File: src/rtl/mdu.sv
// -----------------------------------------------------------------------------
// mdu: iterative multiply/divide unit with HI/LO registers.
//
// Radix-2 shift-add multiply and restoring divide operate on operand
// magnitudes for 32 iterations. One final cycle applies the result signs and
// writes HI/LO.
//
// Optional feature macro: MDU_MADD_EN enables MADD (op 6) and MADDU (op 7).
// These accumulate the product into {hi,lo}. Without the macro, a start with
// op 6/7 is ignored.
//
// Ports:
//   clk    in   rising-edge clock
//   rst    in   asynchronous active-low reset
//   start  in   operation request, sampled on the rising edge
//   op     in   0 MULT, 1 MULTU, 2 DIV, 3 DIVU, 4 MTHI, 5 MTLO, 6 MADD, 7 MADDU
//   src0   in   rs operand (multiplicand / dividend / MTHI,MTLO data)
//   src1   in   rt operand (multiplier / divisor)
//   busy   out  high while a multi-cycle operation is in flight
//   done   out  one-cycle pulse after HI/LO were written by a multi-cycle op
//   hi     out  HI register
//   lo     out  LO register
//
// Handshake: start is a request that is accepted only while busy is low
// (state IDLE). Any start seen while busy is high is dropped, not queued.
// Operands are captured only at the accepting edge.
// -----------------------------------------------------------------------------
module mdu #(
    parameter int DATA_W = 32,
    parameter int CNT_W  = 6
) (
    input  logic              clk,
    input  logic              rst,
    input  logic              start,
    input  logic [2:0]        op,
    input  logic [DATA_W-1:0] src0,
    input  logic [DATA_W-1:0] src1,
    output logic              busy,
    output logic              done,
    output logic [DATA_W-1:0] hi,
    output logic [DATA_W-1:0] lo
);

    typedef enum logic [1:0] {
        S_IDLE = 2'd0,
        S_CALC = 2'd1,
        S_FIX  = 2'd2
    } state_t;

    localparam logic [2:0] OP_MTHI = 3'd4;
    localparam logic [2:0] OP_MTLO = 3'd5;

`ifdef MDU_MADD_EN
    localparam logic MADD_EN = 1'b1;
`else
    localparam logic MADD_EN = 1'b0;
`endif

    localparam logic [CNT_W-1:0] LAST_ITER = CNT_W'(DATA_W - 1);

    state_t              state_q, state_d;
    logic [CNT_W-1:0]    cnt_q, cnt_d;
    logic [2:0]          op_q, op_d;
    logic                neg_q, neg_d;       // operand signs differ
    logic                rneg_q, rneg_d;     // dividend was negative
    logic                dz_q, dz_d;         // divide by zero
    logic [DATA_W-1:0]   addend_q, addend_d; // multiplicand or divisor magnitude
    logic [DATA_W-1:0]   shf_q, shf_d;       // multiplier or dividend magnitude, one bit consumed per iteration
    logic [2*DATA_W-1:0] work_q, work_d;     // product, or {remainder, quotient}
    logic [DATA_W-1:0]   hi_q, hi_d;
    logic [DATA_W-1:0]   lo_q, lo_d;
    logic                done_q, done_d;

    // ---------------- incoming operand decode ----------------
    logic              in_sgn, in_div, in_mdu;
    logic              src0_neg, src1_neg;
    logic [DATA_W-1:0] src0_mag, src1_mag;

    always_comb begin
        in_sgn   = ~op[0];                 // ops 0,2,6 are signed
        in_div   = ~op[2] & op[1];         // ops 2,3
        in_mdu   = ~op[2] | (MADD_EN & op[1]);
        src0_neg = in_sgn & src0[DATA_W-1];
        src1_neg = in_sgn & src1[DATA_W-1];
        src0_mag = src0_neg ? -src0 : src0;
        src1_mag = src1_neg ? -src1 : src1;
    end

    // ---------------- iteration datapath ----------------
    logic                q_div;
    logic [DATA_W:0]     mul_sum, mul_upper;
    logic [DATA_W:0]     div_shift;
    logic                div_ge;
    logic [DATA_W-1:0]   div_diff, div_rem;

    always_comb begin
        q_div     = ~op_q[2] & op_q[1];
        // Multiply: add into the upper half with carry kept as the 33rd bit,
        // which becomes the MSB after the right shift.
        mul_sum   = {1'b0, work_q[2*DATA_W-1:DATA_W]} + {1'b0, addend_q};
        mul_upper = shf_q[0] ? mul_sum : {1'b0, work_q[2*DATA_W-1:DATA_W]};
        // Divide: the shifted remainder is below twice the divisor, so a
        // successful trial subtract always fits back into DATA_W bits.
        div_shift = {work_q[2*DATA_W-1:DATA_W], shf_q[DATA_W-1]};
        div_ge    = div_shift >= {1'b0, addend_q};
        div_diff  = div_shift[DATA_W-1:0] - addend_q;
        div_rem   = div_ge ? div_diff : div_shift[DATA_W-1:0];
    end

    // ---------------- sign fix ----------------
    logic [2*DATA_W-1:0] prod_fix, acc_sum;
    logic [DATA_W-1:0]   quo_fix, rem_fix;

    always_comb begin
        prod_fix = neg_q ? -work_q : work_q;
        acc_sum  = {hi_q, lo_q} + prod_fix;
        quo_fix  = neg_q ? -work_q[DATA_W-1:0] : work_q[DATA_W-1:0];
        rem_fix  = rneg_q ? -work_q[2*DATA_W-1:DATA_W] : work_q[2*DATA_W-1:DATA_W];
    end

    // ---------------- next state ----------------
    always_comb begin
        state_d  = state_q;
        cnt_d    = cnt_q;
        op_d     = op_q;
        neg_d    = neg_q;
        rneg_d   = rneg_q;
        dz_d     = dz_q;
        addend_d = addend_q;
        shf_d    = shf_q;
        work_d   = work_q;
        hi_d     = hi_q;
        lo_d     = lo_q;
        done_d   = 1'b0;

        case (state_q)
            S_IDLE: begin
                if (start) begin
                    if (in_mdu) begin
                        op_d     = op;
                        neg_d    = src0_neg ^ src1_neg;
                        rneg_d   = src0_neg;
                        dz_d     = in_div & (src1 == '0);
                        addend_d = in_div ? src1_mag : src0_mag;
                        shf_d    = in_div ? src0_mag : src1_mag;
                        work_d   = '0;
                        cnt_d    = '0;
                        state_d  = S_CALC;
                    end else if (op == OP_MTHI) begin
                        hi_d = src0;
                    end else if (op == OP_MTLO) begin
                        lo_d = src0;
                    end
                end
            end
            S_CALC: begin
                if (q_div) begin
                    work_d = {div_rem, work_q[DATA_W-2:0], div_ge};
                    shf_d  = {shf_q[DATA_W-2:0], 1'b0};
                end else begin
                    work_d = {mul_upper, work_q[DATA_W-1:1]};
                    shf_d  = {1'b0, shf_q[DATA_W-1:1]};
                end
                cnt_d = cnt_q + CNT_W'(1);
                if (cnt_q == LAST_ITER) begin
                    state_d = S_FIX;
                end
            end
            S_FIX: begin
                if (q_div) begin
                    // Divide by zero leaves the magnitude remainder equal to
                    // |src0|, so the remainder sign rule returns src0 itself.
                    lo_d = dz_q ? '1 : quo_fix;
                    hi_d = rem_fix;
                end else if (op_q[2]) begin
                    {hi_d, lo_d} = acc_sum;
                end else begin
                    {hi_d, lo_d} = prod_fix;
                end
                done_d  = 1'b1;
                state_d = S_IDLE;
            end
            default: begin
                state_d = S_IDLE;
            end
        endcase
    end

    // ---------------- registers ----------------
    always_ff @(posedge clk or negedge rst) begin
        if (!rst) begin
            state_q  <= S_IDLE;
            cnt_q    <= '0;
            op_q     <= '0;
            neg_q    <= 1'b0;
            rneg_q   <= 1'b0;
            dz_q     <= 1'b0;
            addend_q <= '0;
            shf_q    <= '0;
            work_q   <= '0;
            hi_q     <= '0;
            lo_q     <= '0;
            done_q   <= 1'b0;
        end else begin
            state_q  <= state_d;
            cnt_q    <= cnt_d;
            op_q     <= op_d;
            neg_q    <= neg_d;
            rneg_q   <= rneg_d;
            dz_q     <= dz_d;
            addend_q <= addend_d;
            shf_q    <= shf_d;
            work_q   <= work_d;
            hi_q     <= hi_d;
            lo_q     <= lo_d;
            done_q   <= done_d;
        end
    end

    assign busy = (state_q != S_IDLE);
    assign done = done_q;
    assign hi   = hi_q;
    assign lo   = lo_q;

endmodule

File: config.mk
export PLATFORM = sky130hd
export DESIGN_NAME = mdu
export DESIGN_NICKNAME = d
export VERILOG_FILES = /design/src/rtl/mdu.sv
export SDC_FILE = /design/constraint.sdc
export NUM_CORES = 1
export LEC_CHECK = 0
export ABC_AREA = 0
export CAP_MARGIN = 40
export CORE_UTILIZATION = 35
export DETAILED_ROUTE_END_ITERATION = 7
export GPL_TIMING_DRIVEN = 1
export SLEW_MARGIN = 5
export SYNTH_ARGS = -nofsm -noshare
export SYNTH_HDL_FRONTEND = slang
export SYNTH_SLANG_ARGS = --single-unit
File: constraint.sdc
create_clock -name clk -period 6.8 [get_ports clk]
set_input_delay 2.04 -clock clk [delete_from_list [all_inputs] [get_ports clk]]
set_output_delay 2.04 -clock clk [all_outputs]
set_load 0.05 [all_outputs]
=== Word level (Yosys, flattened, before mapping) ===
Index checks and enable logic that the tools add are counted.

* Bitwise operators: 7
* Muxes and demuxes: 37
* $lt $le $gt $ge: 1
* Reduce and logical (&&, ||, !) cells: 10
* Equality and inequality tests: 12
* $add $sub $neg: 8

{| class="wikitable"
|+ Operators with widths
! operator !! count
|-
| $mux W32 || 20
|-
| $mux W64 || 4
|-
| $pmux W32 S2 || 3
|-
| $neg A32 Y32 || 4
|-
| $pmux W64 S2 || 1
|-
| $neg A64 Y64 || 1
|-
| $add A32 B32 Y33 || 1
|-
| $ge A33 B32 Y1 || 1
|-
| $mux W33 || 1
|-
| $logic_not A32 Y1 || 1
|-
| $sub A32 B32 Y32 || 1
|-
| $ne A2 B2 Y1 const B || 7
|-
| $mux W6 || 2
|-
| $pmux W6 S2 || 1
|-
| $reduce_and A3 Y1 || 3
|-
| $add A6 B1 Y6 const B || 1
|-
| $eq A3 B3 Y1 const B || 2
|-
| $eq A6 B5 Y1 const B || 1
|-
| $mux W2 || 3
|-
| $reduce_bool A2 Y1 || 3
|-
| $reduce_and A5 Y1 || 1
|-
| $and A1 B1 Y1 || 4
|-
| $pmux W2 S2 || 1
|-
| $reduce_and A4 Y1 || 1
|-
| other kinds (6) || 7
|}

* Word-level logic and storage cells: 87
* Output and inout bits: 66
* Input bits: 70
* Register bits after elaboration: 206

=== Depth between registers and ports, before layout ===
Gate-level depths: netlist (run 1).

* Depth after elaboration: 7
* Gate-level depth with buffers: 13
* Gate-level depth less buffers: 13

=== Least setup slack after synthesis (run 1) ===
No wires, ideal clock.

* Kind: input to register
* Start point: in src1[6]
* End point: reg shf_q[30]
* Required time: 6.659 ns
* Setup slack: 2.736 ns
* Buffers on the path: 0
* Cell stages on the path: 9
* Data arrival time: 3.923 ns
* Setup time: 0.141 ns
* Path through: or4_4 > nor4_4 > and4_4 > nand3_2 > o31ai_1 > xor2_1 > nor2_1 > a211oi_1 > a211oi_1

* Cells in the longest elaborated chain, start to end: 6

{| class="wikitable"
|+ Ends and longest elaborated chain
! what !! line !! text
|-
| start, declared || 37 || <nowiki>input logic [DATA_W-1:0] src1,</nowiki>
|-
| $neg A32 Y32 || 86 || <nowiki>src1_mag = src1_neg ? -src1 : src1;</nowiki>
|-
| $mux W32 || 86 ||
|-
| $mux W32 || 145 || <nowiki>shf_d = in_div ? src0_mag : src1_mag;</nowiki>
|-
| $mux W32 || 139 || <nowiki>if (in_mdu) begin</nowiki>
|-
| $mux W32 || 138 || <nowiki>if (start) begin</nowiki>
|-
| $pmux W32 S2 || 136 || <nowiki>case (state_q)</nowiki>
|-
| end signal, assigned || 199 || <nowiki>shf_q <= '0;</nowiki>
|-
| end signal, assigned || 212 || <nowiki>shf_q <= shf_d;</nowiki>
|-
| end, declared || 68 || <nowiki>logic [DATA_W-1:0] shf_q, shf_d;</nowiki>
|}

No other way between the ends. The select of a mux whose other input is x is not followed.
A chain may end at the register's enable or synchronous reset.

=== Worst setup path after layout (run 1) ===
* Start point: in src1[0]
* End point: reg addend_q[22]

* Cells in the longest elaborated chain, start to end: 3

{| class="wikitable"
|+ Ends and longest elaborated chain
! what !! line !! text
|-
| $neg A32 Y32 || 86 ||
|-
| $mux W32 || 86 ||
|-
| $mux W32 || 144 || <nowiki>addend_d = in_div ? src1_mag : src0_mag;</nowiki>
|-
| end signal, assigned || 211 || <nowiki>addend_q <= addend_d;</nowiki>
|-
| end, declared || 67 || <nowiki>logic [DATA_W-1:0] addend_q, addend_d;</nowiki>
|}

No other way between the ends.

==> impl_metrics.json, run 1 <==
{
  "status": "completed",
  "layout-drive-gt1-share_pct": 6.44,
  "grt_pass1_vias": 16088,
  "syn_nets": 2278,
  "vdd_drop_max_v": 0.000221,
  "place.port_buffers": 135,
  "postCtsSetupBuffers": 0,
  "clk_latency_ns": 0.56,
  "cts-root-buf": "clkbuf_16",
  "syn_to_final_growth_pct": 15.7,
  "cap_violations": 0,
  "fmax_ghz": 0.214,
  "leakagePower_nw": 8.01,
  "core_sq_um": 48100,
  "rows": 80,
  "clockBufferDepth": 3,
  "yosys-top-cells-area": "dfrtp_1 30%, o21ai_0 6.2%, a21oi_1 5.4%",
  "dr_wl_met2_um": 28900,
  "whs_path_depth": 1,
  "antenna_found_initial": 1,
  "reg2reg_depth": 11,
  "yosysTopAreaCellShare_pct": 29.8,
  "routedWlPerCell_um": 22.3,
  "ctsHoldBuffers": 0,
  "synth-seq-area-share_pct": 29.8,
  "grt_max_degree": 122,
  "rsz0062_at_grt": "no",
  "timing.rr.start": "work_q[47]",
  "cts.repair.resized": 0,
  "drt-total-wl_um": 63500,
  "die-area_sq_um": 50100,
  "drtIter0Drc": 1643,
  "numCtsBuffers": 24,
  "placed_cell_area_sq_um": 19100,
  "yosysTopAreaCell": "dfrtp_1",
  "dpl.hpwl_um": 47300,
  "netSwitchingFraction_pct": 49.8,
  "routabilityCongestion": 0.917,
  "ant_nets": 0,
  "p_int_mw": 4.93,
  "hold_viol": 0,
  "io_pins": 136,
  "drc": 0,
  "holdWs_ns": 0.474,
  "tightest_slew_ns": 0.919,
  "final-setup-viol-count": 0,
  "r2r-end": "work_q[48]",
  "die_w_um": 224,
  "dieHeight_um": 224,
  "fill_cells": 4896,
  "switchingPower_mw": 4.89,
  "topRoutingLayerUsed": "met4",
  "pwr-share-clk_pct": 14.3,
  "netlist_area_sq_um": 17200,
  "seqPwrFrac_pct": 24.2,
  "synth_edf_count": 0,
  "netlist_instances": 2137,
  "critPathCaptureType": "flip-flop",
  "max_slew_margin_pct": 38.6,
  "cts_tree": "built",
  "async_reset_ff_share_pct": 100,
  "setup_ws_ns": 2.13,
  "final_nets": 2312,
  "drv_slew": 0,
  "hold_path_class": "reg -> reg",
  "synthDistinctLibCells": 88,
  "criticalPathCategory": "in -> reg",
  "setup.reg_to_reg.worst_slack_ns": 2.96,
  "antenna_cells": 0,
  "startpoint_type": "input pin",
  "wirelength_met1_um": 28300,
  "finClkSkew_ns": 0.0116,
  "path_max_fanout": 7,
  "stdcell_area_sq_um": 19900,
  "dp_slack_ns": 1.67,
  "syn_area_per_cell_sq_um": 8.06,
  "final.setup.tns_ns": 0,
  "min_period_ns": 4.68,
  "p_per_area_nw_per_um2": 493,
  "yosysMostFrequentCell": "o21ai_0",
  "htreeDepth": 1,
  "track_usage_pct": 24.8,
  "grt_pass1_wl_um": 97300,
  "synth_common_cells": "214 x o21ai_0, 205 x dfrtp_1, 187 x a21oi_1",
  "wl_met3_um": 4170,
  "initial_utilization_pct": 35.8,
  "comb_power_share_pct": 61.5,
  "ys_ff_latch": 205,
  "via_per_inst": 5.93,
  "crit_required_ns": 7.22,
  "hold_end": "state_q[1]",
  "clk_pin_slew_ns": 0.06,
  "min_from": "cnt_q[5]",
  "dr.pass1.iters": 5,
  "vias": 16859,
  "arrival_ns": 5.09,
  "yosysWarnings": 0,
  "clock-sinks": 205,
  "synthFlopType": "dfrtp_1",
  "fin_crit_sh_pct": 68.8,
  "fin_util_pct": 41.4,
  "grt-ovfl-total": 0
}
how the worst max path moves through the flow:
stage | cells past startpoint | slack [ns] | endpoint | start
final | 10 | 2.13 | addend_q[22] | src1[0]
after global routing | 9 | 1.95 | addend_q[31] | src0[0]
after CTS | 11 | 2.25 | addend_q[30] | src1[0]
after detailed placement | 11 | 1.67 | addend_q[30] | src1[0]
after global placement | 9 | 1.81 | addend_q[31] | src0[0]
after floorplan | 9 | 2.74 | shf_q[30] | src1[6]
power groups by stage:
stage               Combinational [mW]  Clock, mW  Sequential [mW]
floorplan                         4.48          0             2.19
global placement                  5.87          0             2.36
detailed placement                5.93          0             2.36
CTS                               5.98       1.42             2.34
global route                      6.61       1.46             2.41
finish                            6.04       1.40             2.37
critical path, stage by stage:
cell,delay (ns)
clkdlybuf4s50_1,0.49
inv_1,0.10
ha_1,0.17
nor3b_1,0.76
nand3_1,0.31
o41ai_2,0.29
xor2_1,0.40
nor2_1,0.08
a211oi_1,0.37
a21oi_1,0.08
state kept, by name (all words and copies together), names as in the netlist:
signal,cells
shf_q,32
state_q,2
done,1
rneg_q,1
addend_q,32
hi,32
neg_q,1
work_q,64
lo,32
cnt_q,6
op_q,1
dz_q,1
placed cells by master, fill, tap and decap left out, types with 17 or more instances in the layout:
cell type,instances
and3_1,22
nor2b_1,21
buf_4,25
or3_1,17
a21oi_1,187
xnor2_1,106
nand3_1,69
a211oi_1,71
o22ai_1,31
nor2_1,146
clkbuf_16,25
dfrtp_1,204
o21ai_0,214
o31ai_1,23
a31oi_1,25
ha_1,69
mux2i_1,89
o211ai_1,37
xor2_1,65
clkdlybuf4s50_1,134
nor4_1,19
inv_1,68
nand4_1,18
a21o_1,42
nor3_1,42
nand2_1,175
logic make-up after synthesis:
group | share of synthesized area [%]
XOR/XNOR | 8.70
flip-flops | 29.8
buffers and inverters | 5.54
adder cells (fa/ha/maj) | 5.25
AO/OA/AOI/OAI | 27.0
multiplexers | 5.50
AND/OR/NAND/NOR | 18.3
through the flow:
step / total power [mW] / std cells
after global routing: 10.5 / 2845
after detailed placement: 8.29 / 2801
after CTS: 9.74 / 2845
final: 9.81 / 2845
after floorplan: 6.68 / 2137
after global placement: 8.22 / 2792
layer usage:
layer | up-vias | track usage (%)
li1 | 7878 | -
met1 | 8235 | 34.5
met2 | 649 | 39.6
met3 | 97 | 3.11
met4 | 0 | 8.73
met5 | - | 0
final cells by class:
type                            instances  area [sq um]  share of cell area [%]
Sequential cell                       205          5130                    25.8
Multi-Input combinational cell       1703         11200                    56.1
Clock buffer                           31           688                    3.45
Tap cell                              656           821                    4.12
Inverter                               69           259                    1.30
Clock inverter                         13           148                   0.741
Timing Repair Buffer                  168          1700                    8.55
(Power assumes the default switching activity.)
==> inputs of run 2 (changes only) <==
Clock period 6.8 ns to 4.55 ns, I/O delays scaled along.
==> run 2 against run 1 <==
Global-route usage increased by 0.61 points. Combinational power increased by 54%. Sequential share of layout area decreased by 0.38 points. Register-to-register slack got worse by 2.0 ns. Clock skew increased by 0.019 ns. Power increased by 52%. Sequential power increased by 44%.
==> impl_metrics.json, run 2 (synthesis gave the netlist of run 1 again) <==
{
  "status": "completed",
  "vdd_drop_max_v": 0.000566,
  "antenna_found_initial": 4,
  "pwr-share-clk_pct": 15.0,
  "dieHeight_um": 224,
  "crit_required_ns": 4.97,
  "clk_latency_ns": 0.57,
  "initial_utilization_pct": 35.8,
  "p_int_mw": 7.55,
  "switchingPower_mw": 7.40,
  "dr.pass1.iters": 5,
  "p_per_area_nw_per_um2": 739,
  "tightest_slew_ns": 0.911,
  "comb_power_share_pct": 62.2,
  "startpoint_type": "input pin",
  "syn_to_final_growth_pct": 17.4,
  "cts_tree": "built",
  "clk_pin_slew_ns": 0.06,
  "final_nets": 2349,
  "cts.repair.resized": 0,
  "clock-sinks": 205,
  "htreeDepth": 1,
  "final.setup.tns_ns": 0,
  "vias": 17050,
  "arrival_ns": 4.08,
  "rows": 80,
  "layout-drive-gt1-share_pct": 8.04,
  "via_per_inst": 5.91,
  "layout_commonest_cell": "o21ai_0",
  "layout_common_cells": "214 x o21ai_0, 204 x dfrtp_1, 187 x a21oi_1",
  "cap_violations": 0,
  "routabilityCongestion": 0.948,
  "track_usage_pct": 25.5,
  "cts-root-buf": "clkbuf_16",
  "postCtsSetupBuffers": 0,
  "ant_nets": 0,
  "r2r-end": "work_q[59]",
  "fmax_ghz": 0.273,
  "drt-total-wl_um": 64700,
  "critPathCapture": "addend_q[30]",
  "grt-ovfl-total": 0,
  "critPathCaptureType": "flip-flop",
  "min_from": "lo[19]",
  "final-setup-viol-count": 0,
  "die-area_sq_um": 50100,
  "grt_pass1_vias": 16234,
  "max_slew_margin_pct": 39.2,
  "dp_slack_ns": 0.374,
  "hold_viol": 0,
  "startpoint": "src1[6]",
  "seqPwrFrac_pct": 22.8,
  "setup.reg_to_reg.worst_slack_ns": 0.94,
  "path_max_fanout": 5,
  "min_period_ns": 3.66,
  "largest_register_ffs": 64,
  "regMostFlops": "work_q",
  "dpl.hpwl_um": 48600,
  "drc": 0,
  "netSwitchingFraction_pct": 49.5,
  "grt_pass1_wl_um": 98700,
  "die_w_um": 224,
  "hold_path_class": "reg -> reg",
  "reg2reg_depth": 12,
  "leakagePower_nw": 8.20,
  "setup_ws_ns": 0.889,
  "timing.rr.start": "work_q[32]",
  "core_sq_um": 48100,
  "routedWlPerCell_um": 22.4,
  "finClkSkew_ns": 0.0302,
  "place.port_buffers": 135,
  "ctsHoldBuffers": 0,
  "clockBufferDepth": 3,
  "criticalPathCategory": "in -> reg",
  "grt_max_degree": 79,
  "drtIter0Drc": 1750,
  "io_pins": 136,
  "rsz0062_at_grt": "no",
  "numCtsBuffers": 25,
  "drv_slew": 0,
  "fin_crit_sh_pct": 80.5
}
## run 2: layer usage
| metal | vias to the layer above | share of wire [%] | global-route usage, % |
|---|---|---|---|
| li1 | 7982 | - | - |
| met1 | 8329 | 45 | 35.5 |
| met2 | 618 | 44 | 39.6 |
| met3 | 119 | 6.3 | 3.38 |
| met4 | 2 | 4.2 | 10.5 |
| met5 | - | 0.020 | 0 |
## run 2: worst max-delay path, stage by stage
cell and delay (ns):
clkdlybuf4s50_1 0.45, or4_4 0.60, nor4_4 0.24, and4_4 0.33
nand3_2 0.10, o31ai_1 0.27, xor2_1 0.31, nor2_1 0.09
a211oi_1 0.26, a21oi_1 0.06
## run 2: power groups by stage
stage               combinational (mW)  sequential [mW]  clock [mW]
global placement                  9.05             3.39           0
floorplan                         6.70             3.28           0
global route                      10.1             3.48        2.35
detailed placement                9.13             3.40           0
CTS                               9.19             3.38        2.28
finish                            9.29             3.41        2.25
## run 2: layout make-up
| type | count | area (sq um) |
|---|---|---|
| antenna | 3 | 7.51 |
| clock buffer | 27 | 643 |
| inverter | 69 | 259 |
| multi-input combinational | 1703 | 11200 |
| tap | 656 | 821 |
| sequential | 205 | 5130 |
| fill | 4830 | 27900 |
| clock inverter | 18 | 256 |
| timing repair buffer | 204 | 1930 |
## run 2: stage by stage
stage / instance area, sq um / power, mW / hold slack (ns) / util, % / instances
after floorplan: 17200 / 9.98 / 0.441 / - / 2137
after global placement: 19300 / 12.4 / 0.456 / 40.0 / 2835
after detailed placement: 19300 / 12.5 / 0.465 / 40.1 / 2837
after global routing: 20200 / 16.0 / 0.495 / 42.0 / 2883
after CTS: 20200 / 14.9 / 0.476 / 42.0 / 2882
final: 20200 / 15.0 / 0.477 / 42.0 / 2885
## run 2: how the worst min path moves through the flow
stage / endpoint / depth (start not counted) / slack, ns
floorplan: state_q[1] / 1 / 0.44
global placement: state_q[1] / 1 / 0.46
detailed placement: lo[19] / 1 / 0.46
CTS: state_q[1] / 1 / 0.48
global route: lo[19] / 1 / 0.49
finish: lo[19] / 1 / 0.48
